## config.mk

```make
export PLATFORM = sky130hd
export DESIGN_NAME = viterbi_traceback
export DESIGN_NICKNAME = d
export VERILOG_FILES = /design/src/rtl/viterbi_pkg.sv /design/src/rtl/viterbi_lifo.sv /design/src/rtl/viterbi_traceback.sv
export SDC_FILE = /design/constraint.sdc
export NUM_CORES = 1
export LEC_CHECK = 0
export ABC_AREA = 1
export ABC_CLOCK_PERIOD_IN_PS = 1800
export CAP_MARGIN = 5
export CORE_MARGIN = 3
export CORE_UTILIZATION = 45
export CTS_CLUSTER_DIAMETER = 80
export DETAILED_ROUTE_END_ITERATION = 8
export MAX_ROUTING_LAYER = met4
export PLACE_DENSITY_LB_ADDON = 0.12
export SLEW_MARGIN = 20
export SYNTH_ARGS = -nofsm -noshare
export SYNTH_HDL_FRONTEND = slang
export SYNTH_SLANG_ARGS = --single-unit
```

## constraint.sdc

```tcl
create_clock -name clk -period 1.8 [get_ports clk]
set_input_delay 0.18 -clock clk [delete_from_list [all_inputs] [get_ports clk]]
set_output_delay 0.18 -clock clk [all_outputs]
set_load 0.01 [all_outputs]
```

## src/rtl/viterbi_pkg.sv

```systemverilog
// Shared trellis parameters and traceback FSM encoding for the Viterbi decoder stages
// (ACS, path memory and traceback all import this package).
package viterbi_pkg;
  localparam int NUM_ST_DEF   = 4;
  localparam int ST_W_DEF     = 2;
  localparam int TB_DEPTH_DEF = 8;

  typedef enum logic [1:0] {
    TB_IDLE  = 2'd0,
    TB_TRACE = 2'd1,
    TB_EMIT  = 2'd2
  } tb_state_e;
endpackage

```

## src/rtl/viterbi_lifo.sv

```systemverilog
// Single-bit LIFO that reverses traced bits into forward time order.
// The pointer saturates at both ends, so a push when full or a pop when empty is dropped.
module viterbi_lifo
  import viterbi_pkg::*;
#(
  parameter int DEPTH = TB_DEPTH_DEF
) (
  input  logic clk,
  input  logic rst,
  input  logic push_i,
  input  logic pop_i,
  input  logic din_i,
  output logic dout_o,
  output logic full_o,
  output logic empty_o
);
  localparam int PW = $clog2(DEPTH + 1);

  logic [DEPTH-1:0] mem_q, mem_d;
  logic [PW-1:0]    ptr_q, ptr_d;

  assign full_o  = (ptr_q == PW'(DEPTH));
  assign empty_o = (ptr_q == '0);

  // dout_o is the top of stack; it reads 0 when the stack is empty.
  always_comb begin
    mem_d  = mem_q;
    ptr_d  = ptr_q;
    dout_o = 1'b0;
    for (int i = 0; i < DEPTH; i++)
      if (ptr_q == PW'(i + 1)) dout_o = mem_q[i];
    if (push_i && !full_o) begin
      for (int i = 0; i < DEPTH; i++)
        if (ptr_q == PW'(i)) mem_d[i] = din_i;
      ptr_d = ptr_q + 1'b1;
    end else if (pop_i && !empty_o) begin
      ptr_d = ptr_q - 1'b1;
    end
  end

  always_ff @(posedge clk or posedge rst) begin
    if (rst) begin
      mem_q <= '0;
      ptr_q <= '0;
    end else begin
      mem_q <= mem_d;
      ptr_q <= ptr_d;
    end
  end
endmodule

```

## src/rtl/viterbi_traceback.sv

```systemverilog
// Viterbi traceback: follows back-pointers over a TB_DEPTH window and emits bits in forward order.
// Optional parallel word output is enabled by defining VITERBI_TB_PAR_OUT_EN.
module viterbi_traceback
  import viterbi_pkg::*;
#(
  parameter int NUM_ST   = NUM_ST_DEF,
  parameter int ST_W     = ST_W_DEF,
  parameter int TB_DEPTH = TB_DEPTH_DEF
) (
  input  logic                   clk,
  input  logic                   rst,
  input  logic                   en_t,
  input  logic                   i_bck_vld,
  input  logic [NUM_ST*ST_W-1:0] i_bck_prv_st,
  input  logic [ST_W-1:0]        i_start_st,
  output logic                   o_busy,
  output logic                   o_bit,
  output logic                   o_bit_vld,
  output logic                   o_done
`ifdef VITERBI_TB_PAR_OUT_EN
  ,
  output logic [TB_DEPTH-1:0]    o_word,
  output logic                   o_word_vld
`endif
);
  localparam int CNT_W = $clog2(TB_DEPTH + 1);

  tb_state_e       state_q, state_d;
  logic [ST_W-1:0] cur_st_q, cur_st_d;
  logic [ST_W-1:0] sel_st, nxt_st;
  logic [CNT_W-1:0] cnt_q, cnt_d;
  logic            last_bit_q, last_bit_d;
  logic            accept, pop;
  logic            lifo_top, lifo_full, lifo_empty;

  // The first step of a window traces from the supplied start state; later ones from cur_st.
  assign sel_st = (state_q == TB_IDLE) ? i_start_st : cur_st_q;

  always_comb begin
    nxt_st = '0;
    for (int s = 0; s < NUM_ST; s++)
      if (sel_st == ST_W'(s)) nxt_st = i_bck_prv_st[s*ST_W +: ST_W];
  end

  assign accept = en_t & i_bck_vld & (state_q != TB_EMIT) & ~lifo_full;
  assign pop    = en_t & (state_q == TB_EMIT) & ~lifo_empty;

  always_comb begin
    state_d    = state_q;
    cur_st_d   = cur_st_q;
    cnt_d      = cnt_q;
    last_bit_d = last_bit_q;
    o_bit_vld  = 1'b0;
    o_done     = 1'b0;
    case (state_q)
      TB_IDLE, TB_TRACE: begin
        if (accept) begin
          cur_st_d = nxt_st;
          if (cnt_q == CNT_W'(TB_DEPTH - 1)) begin
            cnt_d   = CNT_W'(TB_DEPTH);
            state_d = TB_EMIT;
          end else begin
            cnt_d   = cnt_q + 1'b1;
            state_d = TB_TRACE;
          end
        end
      end
      TB_EMIT: begin
        if (pop) begin
          o_bit_vld  = 1'b1;
          last_bit_d = lifo_top;
          cnt_d      = cnt_q - 1'b1;
          if (cnt_q == CNT_W'(1)) begin
            o_done  = 1'b1;
            state_d = TB_IDLE;
          end
        end
      end
      default: state_d = TB_IDLE;
    endcase
  end

  always_ff @(posedge clk or posedge rst) begin
    if (rst) begin
      state_q    <= TB_IDLE;
      cur_st_q   <= '0;
      cnt_q      <= '0;
      last_bit_q <= 1'b0;
    end else begin
      state_q    <= state_d;
      cur_st_q   <= cur_st_d;
      cnt_q      <= cnt_d;
      last_bit_q <= last_bit_d;
    end
  end

  // o_bit keeps showing the last emitted bit whenever nothing is popped.
  assign o_bit  = pop ? lifo_top : last_bit_q;
  assign o_busy = (state_q == TB_EMIT);

  viterbi_lifo #(.DEPTH(TB_DEPTH)) u_lifo (
    .clk     (clk),
    .rst     (rst),
    .push_i  (accept),
    .pop_i   (pop),
    .din_i   (sel_st[ST_W-1]),
    .dout_o  (lifo_top),
    .full_o  (lifo_full),
    .empty_o (lifo_empty)
  );

`ifdef VITERBI_TB_PAR_OUT_EN
  logic [TB_DEPTH-1:0] word_q, word_d;

  // Bits pop step 0 first and shift down, so step i lands in bit i after the last pop.
  assign word_d = pop ? {lifo_top, word_q[TB_DEPTH-1:1]} : word_q;

  always_ff @(posedge clk or posedge rst) begin
    if (rst) word_q <= '0;
    else     word_q <= word_d;
  end

  assign o_word     = word_d;
  assign o_word_vld = o_done;
`endif
endmodule

```

# Yosys cells after proc, flatten, opt, wreduce, memory -nomap -nowiden
# Index checks and enable logic that the tools add are counted.
# word_totals
regBits	21
output_inout_bits	4
elab_cells	94
# classes
add_sub_neg	4
n_eq_ne	19
muxes	30
n_bitwise	7
n_reduce_logical	21
# ops
op	n
== test 4 x 3 -> 1 bit, second input constant	5
2-to-1 mux 4 bit	5
2-to-1 mux 2 bit	9
AND reduction 2 bit	9
2-to-1 mux 1 bit	14
adder 4 x 1 -> 4 bit, second input constant	2
== test 4 x 1 -> 1 bit, second input constant	2
== test 4 x 2 -> 1 bit, second input constant	2
one-hot mux 4 bit (2 select lines)	1
subtractor 4 x 1 -> 4 bit, second input constant	2
== test 2 bit, second input constant	3
inequality test 2 x 1 -> 1 bit, second input constant	3
AND reduction 3 bit	2
bitwise AND 1 bit	5
== test 2 x 1 -> 1 bit, second input constant	2
== test 4 bit, second input constant	1
logical NOT 2 bit	2
logical NOT 4 bit	1
one-hot mux 2 bit (2 select lines)	1
nonzero test 2 bit	2
logical AND 1 bit	2
logical NOT 1 bit	2
inequality test 2 bit, second input constant	1
NOT 1 bit	2
OR reduction 2 bit	1

# Depth between registers and ports, before layout
# depth
word_depth	10
depth_mapped	13
depth_no_buf	13

# Modules after synthesis
# Synthesis repeated with hierarchy kept, for this count alone.
# hier_totals
hier_cells	203
hier_area_um2	1460.2
# by_module_without_submodules
mod	instances	cells_each	area_each_um2	seq_area_each_um2
viterbi_lifo	1	100	760.7	300.3
viterbi_traceback	1	103	699.4	225.2

# Worst setup path after synthesis
# Ideal clock, no wire load.
# synth_path
kind	reg-to-output
from	reg u_lifo.ptr_q[1]
to	out o_bit
arrival_time_ps	1360
path_slack_ps	260
stages_incl_launch_ff	13
n_path_buf	0
path_cell_list	dfrtp_1 -> inv_1 -> ha_1 -> inv_1 -> nor2_1 -> nand2_1 -> o21ai_0 -> inv_1 -> nand2_1 -> nand3_1 -> nand3_1 -> nand2_1 -> inv_1
# synth_via
elab_chain_cells	10
word_cells_on_any_way	20
classes_between	eq/ne (8); mux (9); bitwise (2); reduce/logical (1)
# synth_lines
element	line	rtl
start: declaration	viterbi_lifo.sv:20	logic [PW-1:0] ptr_q, ptr_d;
start signal: assignment	viterbi_lifo.sv:47	ptr_q <= ptr_d;
== test 4 x 1 -> 1 bit	viterbi_lifo.sv:31	if (ptr_q == PW'(i + 1)) dout_o = mem_q[i];
2-to-1 mux 1 bit (8 in series)	viterbi_lifo.sv:31	
2-to-1 mux 1 bit (*)	--	
end: declaration	viterbi_traceback.sv:17	output logic o_bit,
# Every way passes the cells marked *; elsewhere a longest branch is shown, timed or not.

# Final worst setup path
# layout_path
from	reg u_lifo.ptr_q[0]
to	out o_bit
# The elaborated chain is that of the path after synthesis.

==> results.toml <==
[cts]
root_buffer = "clkbuf_4"
clock_sinks = 21
clk_pin_slew_ns = 0.12
clockBufferDepth = 2
cts_buffers = 3
htreeDepth = 1
cts_tree = "yes"
worst_skew_pair.late_latency_ns = 0.31

[floorplanning]
die-height_um = 61.6
design.core.area_mm2 = 0.00285
dieWidth_um = 61.6
fp-row-count = 19
boundaryPins = 18
initial_core_util_pct = 48.7
die-area_mm2 = 0.00379

[synthesis]
synthTopCellsByArea = "dfrtp_1 38%, nand2_1 8.6%, nand3_1 7.6%, inv_1 6.5%, ha_1 6.3%"
yosysMostFrequentCell = "nand2_1"
synth_top_flop_cell = "dfrtp_1"
syn_nets = 193
syn_area_mm2 = 0.00139
syn_avg_cell_area_um2 = 8.07
synth_xor_area_share_pct = 3.15
synthAdderAreaFrac_pct = 6.31
yosys-top-cells-count = "32 x nand2_1, 24 x inv_1, 21 x dfrtp_1, 21 x nand3_1, 13 x o21ai_0"
ys_types = 26
ys_ff_latch = 21
synthMuxAreaShare_pct = 0
yosys.area_share.simple_pct = 28.6
postSynthCellCount = 172
synth_top_area_share_pct = 37.8
synth_edf_count = 0
synth_top_family_by_area = "simple AND/OR/NAND/NOR gates"
ys_seq_area_share_pct = 37.8
postSynth.asyncResetShare_pct = 100
yosysWarnings = 0
synth_top_area_cell = "dfrtp_1"
synth-compound-area-share_pct = 14.6

[timing]
post-route-period-util_pct = 111
hold_viol = 0
fin_crit_ns = 1.99
layout_setup_ws_ns = -0.192
finalClockSkew_ns = 0.00302
hold-worst-slack_ns = 0.203
setup_viol = 7
slew_violations = 0
max_slew.worst_pin.slew_ns = 0.352
rsz0062_at_grt = "yes"
max_freq_ghz = 0.502
max_slew_margin_pct = 76.4

[setup_path]
required_ns = 1.62
critPathKind = "flip-flop to primary output"
crit_top_cell = "nand2_1"
cp_data_arrival_time_ns = 1.81
worst-path-buf-inv = 3
r2r-start = "u_lifo.ptr_q[0]"
cp_slowest_cell = "dfrtp_2"
worst_setup_path_start_kind = "flip-flop"
crit_family = "simple AND/OR/NAND/NOR gates"
cpPeakStageDelay_ns = 0.48
critPathLaunch = "u_lifo.ptr_q[0]"
crit_path_max_fanout = 4
worstPathCellList = "inv_4 -> ha_4 -> nand3_1 -> nand2_2 -> nand2_1 -> nand2_1 -> nand2_1 -> nand2_1 -> nand3_1 -> nand3_1 -> nand2_1 -> inv_1 -> buf_6"
end_kind = "primary output"

[drt]
via_count = 1370
wl_per_cell_um = 12.6
wirelength_mm = 3.32
vias_per_cell = 5.19
first_pass_iters = 4
drt_iter0_drc = 34
drtAntennaViolNets = 0
drcViolationCount = 0

[global_route]
globalRouteTotalUtil_pct = 18.9
grt_overflow = 0
first_global_vias = 1249
grt_pass1_wl_mm = 5.21
grt_max_degree = 22
antenna_found_initial = 0

[power]
leakage_uw = 0.000987
power.total_uw = 2920
power_density_mw_per_mm2 = 1420
ir_worst_vdd_mv = 0.746

[layout]
fin_util_pct = 72.2
syn_to_final_growth_pct = 48.4
drive_gt1_share_pct = 37.3
nets = 255
diodes = 0

[min_path]
min_path_type = "input port to asynchronous set/reset pin"

[run_status]
violations = "setup timing"
status = "finished with violations"

[flow_run]
maxCapViolations = 0

[place]
place_congestion = 0.893
port_buffers = 17
hpwl_mm = 2.29
tightest hold or removal path, stage by stage:
cell	delay, ns
clkdlybuf4s50_1	0.41
inv_1	0.06
buf_4	0.27
stage by stage:
stage,instance area (µm²),setup TNS (ns),setup WS (ns),std cells
finish,2060,-0.473,-0.192,264
global route,2060,-1.53,-0.330,264
CTS,1940,-0.280,-0.267,257
detailed placement,1790,-0.711,-0.333,246
global placement,1790,-0.334,-0.245,246
floorplan,1390,0,0.260,172
cell type report:
cell class | count | area (µm²)
clock buffers | 4 | 26.3
fillers | 219 | 792
inverters | 28 | 118
multi-input cells | 121 | 838
flip-flops and latches | 21 | 528
well taps | 31 | 38.8
repair buffers | 59 | 512
cells in the final DEF (no fill, tap or decap), types with 2 or more instances in the layout:
cell type        count
inv_1               20
inv_4                3
o211ai_1             4
ha_1                 3
nor2_1               8
buf_4               35
o21ai_0              9
o21ai_2              2
dfrtp_1             19
nand3_4              2
dfrtp_2              2
ha_4                 4
clkdlybuf4s50_1     13
inv_2                4
nor2_2               2
clkbuf_4             3
o21ai_1              5
nand2_1             29
xor2_1               5
a21oi_1              7
nand3_2              3
buf_6                9
nand2_4              2
nand3_1             18
nor2_4               6
nand2_2              3
a31oi_1              3
per-layer routing:
| layer | track usage [%] | part of all wire, % | wire length [µm] | vias to the layer above |
|---|---|---|---|---|
| met4 | 7.88 | 1.1 | 38 | 0 |
| li1 | - | - | - | 691 |
| met1 | 23.0 | 45 | 1490 | 657 |
| met2 | 31.7 | 52 | 1720 | 18 |
| met3 | 1.89 | 2.1 | 70 | 4 |
| met5 | - | 0 | 0 | - |
cell families after synthesis:
kind of cell,count (synthesis)
simple gates,76
compound gates,33
buf+inv,30
flops,21
fa+ha+maj,7
xor+xnor,5
worst paths after layout:
path / end / slack [ns] / cells past startpoint
worst min-delay path: state_q[1] / 0.20 / 3
worst max register to register: cnt_q[2] / -0.10 / 12
worst max-delay path: o_bit / -0.19 / 13
worst min register to register: cur_st_q[0] / 0.50 / 2
max in group asynchronous: u_lifo.ptr_q[1] / 1.36 / 3
min in group clk: cur_st_q[0] / 0.50 / 2
state kept, by name, summed over array words and instances (netlist names):
register      count
u_lifo.ptr_q      4
state_q           2
cur_st_q          2
last_bit_q        1
u_lifo.mem_q      8
cnt_q             4
where the power goes:
part / switching, µW / internal, µW / total, µW / leakage, µW
Clock: 152 / 86.6 / 239 / 0.0000150
Combinational: 926 / 875 / 1800 / 0.000714
Sequential: 198 / 684 / 882 / 0.000258
Total: 1280 / 1650 / 2920 / 0.000987
timing repair:
item	CTS	global route
resized for setup	30	28
endpoints found under the setup margin	10	14
buffers inserted	7	7
pin swaps	9	11
hold buffers	0	0
(Power assumes the default switching activity.)
